$ cat src/rtl/countdown_mmss_bcd_if.sv
// Control and display bundle for the MM:SS BCD countdown timer.
// The master drives the controls and preset digits; the slave is the timer.
interface countdown_mmss_bcd_if;
    logic       tick;
    logic       load;
    logic       start;
    logic       pause;
    logic [3:0] set_min1;
    logic [3:0] set_min0;
    logic [3:0] set_sec1;
    logic [3:0] set_sec0;
    logic [3:0] min1;
    logic [3:0] min0;
    logic [3:0] sec1;
    logic [3:0] sec0;
    logic       borrow_out;
    logic       running;
    logic       expired;
    logic       alarm;
    logic       load_err;

    modport master (
        output tick, load, start, pause, set_min1, set_min0, set_sec1, set_sec0,
        input  min1, min0, sec1, sec0, borrow_out, running, expired, alarm, load_err
    );

    modport slave (
        input  tick, load, start, pause, set_min1, set_min0, set_sec1, set_sec0,
        output min1, min0, sec1, sec0, borrow_out, running, expired, alarm, load_err
    );
endinterface

$ cat src/rtl/countdown_mmss_bcd.sv
// BCD MM:SS countdown timer with expiry pulse and timed buzzer request.
// Define COUNTDOWN_AUTO_RELOAD_EN to reload the preset on expiry and keep counting.
module countdown_mmss_bcd #(
    parameter int BEEP_TICKS = 10
) (
    input  logic                 clk,
    input  logic                 rst,
    countdown_mmss_bcd_if.slave  bus
);

`ifdef COUNTDOWN_AUTO_RELOAD_EN
    localparam bit AUTO_RELOAD = 1'b1;
`else
    localparam bit AUTO_RELOAD = 1'b0;
`endif

    localparam logic [8:0] BEEP_LIMIT = 9'(BEEP_TICKS);

    typedef enum logic [1:0] {
        ST_IDLE,
        ST_RUN,
        ST_PAUSE,
        ST_ALARM
    } state_t;

    state_t      state_reg;
    logic [15:0] value_reg;
    logic [15:0] preset_reg;
    logic [7:0]  beep_reg;
    logic        running_reg;
    logic        expired_reg;
    logic        alarm_reg;
    logic        load_err_reg;

    logic [15:0] preset_in;
    logic [3:0]  digit_ok;
    logic        preset_ok;
    logic [15:0] dec_value;
    logic [15:0] expire_value;
    logic [8:0]  beep_inc;
    logic        beep_can_inc;
    logic        beep_done;
    logic        at_one;
    logic        value_nonzero;

    assign preset_in = {bus.set_min1, bus.set_min0, bus.set_sec1, bus.set_sec0};

    // Even digit positions are units (0-9), odd positions are tens (0-5).
    genvar gi;
    generate
        for (gi = 0; gi < 4; gi++) begin : g_digit_chk
            localparam logic [3:0] DIGIT_MAX = (gi % 2 == 0) ? 4'd9 : 4'd5;
            assign digit_ok[gi] = (preset_in[gi*4 +: 4] <= DIGIT_MAX);
        end
    endgenerate

    assign preset_ok     = &digit_ok;
    assign at_one        = (value_reg == 16'h0001);
    assign value_nonzero = (value_reg != 16'h0000);
    assign expire_value  = AUTO_RELOAD ? preset_reg : 16'h0000;
    assign beep_inc      = {1'b0, beep_reg} + 9'd1;
    assign beep_can_inc  = ({1'b0, beep_reg} < BEEP_LIMIT);
    assign beep_done     = (beep_inc >= BEEP_LIMIT);

    // One-second BCD decrement with borrow ripple sec0 -> sec1 -> min0 -> min1.
    always_comb begin
        dec_value = value_reg;
        if (value_reg[3:0] != 4'd0) begin
            dec_value[3:0] = value_reg[3:0] - 4'd1;
        end else begin
            dec_value[3:0] = 4'd9;
            if (value_reg[7:4] != 4'd0) begin
                dec_value[7:4] = value_reg[7:4] - 4'd1;
            end else begin
                dec_value[7:4] = 4'd5;
                if (value_reg[11:8] != 4'd0) begin
                    dec_value[11:8] = value_reg[11:8] - 4'd1;
                end else begin
                    dec_value[11:8]  = 4'd9;
                    dec_value[15:12] = value_reg[15:12] - 4'd1;
                end
            end
        end
    end

    always_ff @(posedge clk) begin
        if (rst) begin
            state_reg    <= ST_IDLE;
            value_reg    <= 16'h0000;
            preset_reg   <= 16'h0000;
            beep_reg     <= 8'd0;
            running_reg  <= 1'b0;
            expired_reg  <= 1'b0;
            alarm_reg    <= 1'b0;
            load_err_reg <= 1'b0;
        end else begin
            expired_reg  <= 1'b0;
            load_err_reg <= 1'b0;
            case (state_reg)
                ST_IDLE, ST_PAUSE: begin
                    if (bus.load) begin
                        if (preset_ok) begin
                            value_reg   <= preset_in;
                            preset_reg  <= preset_in;
                            state_reg   <= ST_IDLE;
                            running_reg <= 1'b0;
                        end else begin
                            load_err_reg <= 1'b1;
                        end
                    end else if (bus.start && value_nonzero) begin
                        state_reg   <= ST_RUN;
                        running_reg <= 1'b1;
                    end
                end
                ST_RUN: begin
                    // Beep window that runs alongside counting in reload mode.
                    if (AUTO_RELOAD && alarm_reg) begin
                        if (bus.start || bus.pause) begin
                            alarm_reg <= 1'b0;
                        end else if (bus.tick) begin
                            if (beep_can_inc) beep_reg <= beep_inc[7:0];
                            if (beep_done) alarm_reg <= 1'b0;
                        end
                    end
                    if (bus.tick && at_one) begin
                        expired_reg <= 1'b1;
                        alarm_reg   <= 1'b1;
                        beep_reg    <= 8'd0;
                        value_reg   <= expire_value;
                        if (!AUTO_RELOAD) begin
                            state_reg   <= ST_ALARM;
                            running_reg <= 1'b0;
                        end
                    end else begin
                        if (bus.tick) value_reg <= dec_value;
                        if (bus.pause) begin
                            state_reg   <= ST_PAUSE;
                            running_reg <= 1'b0;
                        end
                    end
                end
                ST_ALARM: begin
                    if (bus.start || bus.pause) begin
                        alarm_reg <= 1'b0;
                        state_reg <= ST_IDLE;
                    end else if (bus.tick) begin
                        if (beep_can_inc) beep_reg <= beep_inc[7:0];
                        if (beep_done) begin
                            alarm_reg <= 1'b0;
                            state_reg <= ST_IDLE;
                        end
                    end
                end
                default: state_reg <= ST_IDLE;
            endcase
        end
    end

    assign bus.min1       = value_reg[15:12];
    assign bus.min0       = value_reg[11:8];
    assign bus.sec1       = value_reg[7:4];
    assign bus.sec0       = value_reg[3:0];
    assign bus.borrow_out = (value_reg[7:0] == 8'h00);
    assign bus.running    = running_reg;
    assign bus.expired    = expired_reg;
    assign bus.alarm      = alarm_reg;
    assign bus.load_err   = load_err_reg;

endmodule

$ cat src/flat_wrapper.sv
// flat-port wrapper written by rule: the top's interface ports become plain ports
module countdown_mmss_bcd_flat 
#(
    parameter int BEEP_TICKS = 10
)
  (clk, rst, bus_tick, bus_load, bus_start, bus_pause, bus_set_min1, bus_set_min0, bus_set_sec1, bus_set_sec0, bus_min1, bus_min0, bus_sec1, bus_sec0, bus_borrow_out, bus_running, bus_expired, bus_alarm, bus_load_err);
  countdown_mmss_bcd_if bus_i ();
  input  logic clk;
  input  logic rst;
  input wire logic [$bits(bus_i.tick)-1:0] bus_tick;
  input wire logic [$bits(bus_i.load)-1:0] bus_load;
  input wire logic [$bits(bus_i.start)-1:0] bus_start;
  input wire logic [$bits(bus_i.pause)-1:0] bus_pause;
  input wire logic [$bits(bus_i.set_min1)-1:0] bus_set_min1;
  input wire logic [$bits(bus_i.set_min0)-1:0] bus_set_min0;
  input wire logic [$bits(bus_i.set_sec1)-1:0] bus_set_sec1;
  input wire logic [$bits(bus_i.set_sec0)-1:0] bus_set_sec0;
  output wire logic [$bits(bus_i.min1)-1:0] bus_min1;
  output wire logic [$bits(bus_i.min0)-1:0] bus_min0;
  output wire logic [$bits(bus_i.sec1)-1:0] bus_sec1;
  output wire logic [$bits(bus_i.sec0)-1:0] bus_sec0;
  output wire logic [$bits(bus_i.borrow_out)-1:0] bus_borrow_out;
  output wire logic [$bits(bus_i.running)-1:0] bus_running;
  output wire logic [$bits(bus_i.expired)-1:0] bus_expired;
  output wire logic [$bits(bus_i.alarm)-1:0] bus_alarm;
  output wire logic [$bits(bus_i.load_err)-1:0] bus_load_err;
  assign bus_i.tick = bus_tick;
  assign bus_i.load = bus_load;
  assign bus_i.start = bus_start;
  assign bus_i.pause = bus_pause;
  assign bus_i.set_min1 = bus_set_min1;
  assign bus_i.set_min0 = bus_set_min0;
  assign bus_i.set_sec1 = bus_set_sec1;
  assign bus_i.set_sec0 = bus_set_sec0;
  assign bus_min1 = bus_i.min1;
  assign bus_min0 = bus_i.min0;
  assign bus_sec1 = bus_i.sec1;
  assign bus_sec0 = bus_i.sec0;
  assign bus_borrow_out = bus_i.borrow_out;
  assign bus_running = bus_i.running;
  assign bus_expired = bus_i.expired;
  assign bus_alarm = bus_i.alarm;
  assign bus_load_err = bus_i.load_err;
  countdown_mmss_bcd #(.BEEP_TICKS(BEEP_TICKS)) u_core (.clk(clk), .rst(rst), .bus(bus_i));
endmodule
$ cat config.mk
export PLATFORM = sky130hd
export DESIGN_NAME = countdown_mmss_bcd_flat
export DESIGN_NICKNAME = d
export VERILOG_FILES = /design/src/rtl/countdown_mmss_bcd_if.sv /design/src/rtl/countdown_mmss_bcd.sv /design/src/flat_wrapper.sv
export SDC_FILE = /design/constraint.sdc
export NUM_CORES = 1
export LEC_CHECK = 0
export ABC_AREA = 0
export CORE_MARGIN = 2
export CORE_UTILIZATION = 50
export CTS_CLUSTER_DIAMETER = 80
export DETAILED_ROUTE_END_ITERATION = 10
export PLACE_DENSITY = 0.87
export SYNTH_ARGS = -nofsm -noshare
export SYNTH_HDL_FRONTEND = slang
export SYNTH_SLANG_ARGS = --single-unit
$ cat constraint.sdc
create_clock -name clk -period 4.1 [get_ports clk]
set_input_delay 1.23 -clock clk [delete_from_list [all_inputs] [get_ports clk]]
set_output_delay 1.23 -clock clk [all_outputs]
set_load 0.01 [all_outputs]
==> impl_metrics.tcl <==
set metrics [dict create \
    worstSetupStartpoint "u_core.value_reg[4]$_SDFFE_PP0P_" \
    core_area_sq_mm 0.003606 \
    path_class "reg -> out" \
    drc 0 \
    rsz0062_at_grt "no" \
    arrival_ns 1.91 \
    p_leak_nw 0.9179 \
    cp_max_fo 4 \
    place.gp.congestion 0.9016 \
    dr.pass1.iters 4 \
    synth_ff_type "dfxtp_1" \
    synth_nets 260 \
    grt_start_max_net_pins 25 \
    cts_buffers 5 \
    drive_gt1_share_pct 8.824 \
    antenna_found_initial 0 \
    ys_async_sr_fraction_pct 0 \
    holdCritPathClass "reg -> reg" \
    min_period_over_period_pct 76.63 \
    stdcell_area_sq_mm 0.002400 \
    drt-vias-per-instance 5.816 \
    initial_core_util_pct 51.35 \
    synthMostInstantiatedCell "nor2_1" \
    fp.dieH_um 64.86 \
    cts_resized 0 \
    dieArea_sq_mm 0.004206 \
    root_buffer "clkbuf_8" \
    synth_area_sq_mm 0.001852 \
    setup_viol 0 \
    max_freq_mhz 318.3 \
    ctsHoldBuffers 0 \
    grt-ovfl-total 0 \
    start_kind "register" \
    clk_pin_slew_ns 0.06 \
    io_buffers 42 \
    powerDensity_mw_per_mm2 385.7 \
    htreeDepth 2 \
    synthTopCellsByArea "dfxtp_1 32%, nor2_1 6.7%, ha_1 6.1%, a21oi_1 5.4%, o21ai_0 4.6%" \
    grt_pass1_wl_mm 7.817 \
    first_global_vias 1658 \
    p_seq_share_pct 37.1 \
    min_period_ns 3.142 \
    die_x_um 64.86 \
    swShare_pct 34.75 \
    clk_latency_ns 0.29 \
    placed_area_sq_mm 0.002308 \
    synth.distinct_cells 55 \
    hold_viol 0 \
    antenna_left 0 \
    syn_to_final_growth_pct 29.59 \
    p_int_uw 604.0 \
    ys_warn_count 0 \
    clock_path_buffers 2 \
    avgSynthCellArea_sq_um 8.086 \
    maxCapViolations 0 \
    p_switching_uw 321.6 \
    row_count 22 \
    synth_edf_count 0 \
    post-cts-setup-buffers 0 \
    required_ns 2.87 \
    synth_common_cells "33 x nor2_1, 30 x dfxtp_1, 20 x a21oi_1" \
    end_kind "output pin" \
    ys_seq_elements 30 \
    cts_tree "yes" \
    synth_top_area_share_pct 32.43 \
    holdCritStartpoint "u_core.bus.running$_SDFFE_PP0P_" \
    place_hpwl_mm 3.536 \
    num_antenna_cells 0 \
    wl_per_cell_um 14.95 \
    grtUsageTotal_pct 24.33 \
    finalNetCount 302 \
    vias 1861 \
    slew_violations 0 \
    pwr-share-comb_pct 36.2 \
    yosys.area.top_type "dfxtp_1" \
    seq_area_frac_synth_pct 32.43 \
    drt_iter0_markers 138 \
    cts_sinks 30 \
    ir_drop_uv 284.2 \
    power_frac_clock_pct 26.7 \
    wirelength_mm 4.783 \
    syn_inst 229 \
    nFillCells 289 \
    setup-tns-final_ns 0 \
    finalClockSkew_ns 0.006483 \
    worst_pin_slew_ns 0.6238 \
    maxSlewHeadroom_pct 58.06 \
    status "complete, no violations" \
    pin_count 43 \
    largest_reg_flops 16 \
    worstReg2RegStart "u_core.value_reg[4]$_SDFFE_PP0P_" \
]
[cells in the final DEF (no fill, tap or decap), types with 2 or more instances in the layout]
cell type	n
xnor2_1	2
and3_1	5
inv_1	14
dfxtp_1	30
or3_1	2
or2_2	2
nand4_1	2
nor3_4	2
nor2b_1	2
nand2_1	11
buf_4	2
o31ai_1	2
o21ai_1	2
ha_1	9
nor4_1	2
nor3b_2	2
and4_1	2
a22oi_1	2
o21ai_0	17
clkbuf_8	6
nor2_2	2
a21oi_1	20
a32o_1	3
nor2_1	33
nor3b_1	2
a211oi_1	11
nand2b_1	3
clkdlybuf4s50_1	42
nor3_1	8
mux2i_1	4
[cell type report]
cell class	count	area (sq um)	share of cell area, %
clock buffers	7	86.33	3.597
clock inverters	1	5.005	0.2086
inverters	14	52.55	2.190
multi-input cells	176	1160	48.33
flip-flops and latches	30	600.6	25.03
well taps	48	60.06	2.503
repair buffers	44	435.4	18.14
[metal layers]
metal	track usage [%]	vias up	routed length, um
li1	-	916	-
met1	33.30	868	2246
met2	36.21	71	2142
met3	7.813	6	339
met4	7.713	0	54
met5	0	-	0
[power by group through the flow]
stage	Combinational (mW)	Clock [mW]	Sequential (mW)
2_1_floorplan	0.207	0	0.350
3_3_place_gp	0.322	0	0.349
3_5_place_dp	0.328	0	0.349
4_1_cts	0.332	0.250	0.343
5_1_grt	0.367	0.268	0.347
6_report	0.335	0.248	0.343
[logic make-up after synthesis]
family	after synthesis	share of synthesized area, %
xor gates and xnor gates	3	1.419
DFF	30	32.43
AOI/OAI and AO/OA	68	23.45
muxes	5	2.770
adders and majority gates	9	6.081
buffers and inverters	23	4.933
and+or+nand+nor	91	28.92
[per-stage QoR]
step	worst slack (ns)	hold WS (ns)	total power [mW]	std cells	utilization [%]
floorplan	1.415	0.4741	0.5566	229	-
global placement	0.7973	0.4589	0.6709	312	64.02
detailed placement	0.7384	0.4856	0.6765	312	64.02
CTS	0.9460	0.4944	0.9239	320	66.55
global route	0.8609	0.5326	0.9823	320	66.55
finish	0.9581	0.4861	0.9256	320	66.55
[final timing paths]
path / slack, ns / to / cells after the start
max: 0.96 / bus_borrow_out / 6
min: 0.49 / u_core.bus.running$_SDFFE_PP0P_ / 2
max reg2reg: 1.63 / u_core.value_reg[14]$_SDFFE_PP0P_ / 8
min reg2reg: 0.49 / u_core.bus.running$_SDFFE_PP0P_ / 2
[worst max-delay path, stage by stage, from the launching register on]
cell and delay, ns:
dfxtp_1 0.34, inv_1 0.09, ha_1 0.18, nand2b_1 0.08, or2_2 0.28, nor2_1 0.11, clkdlybuf4s50_1 0.54
(Power assumes the default switching activity.)
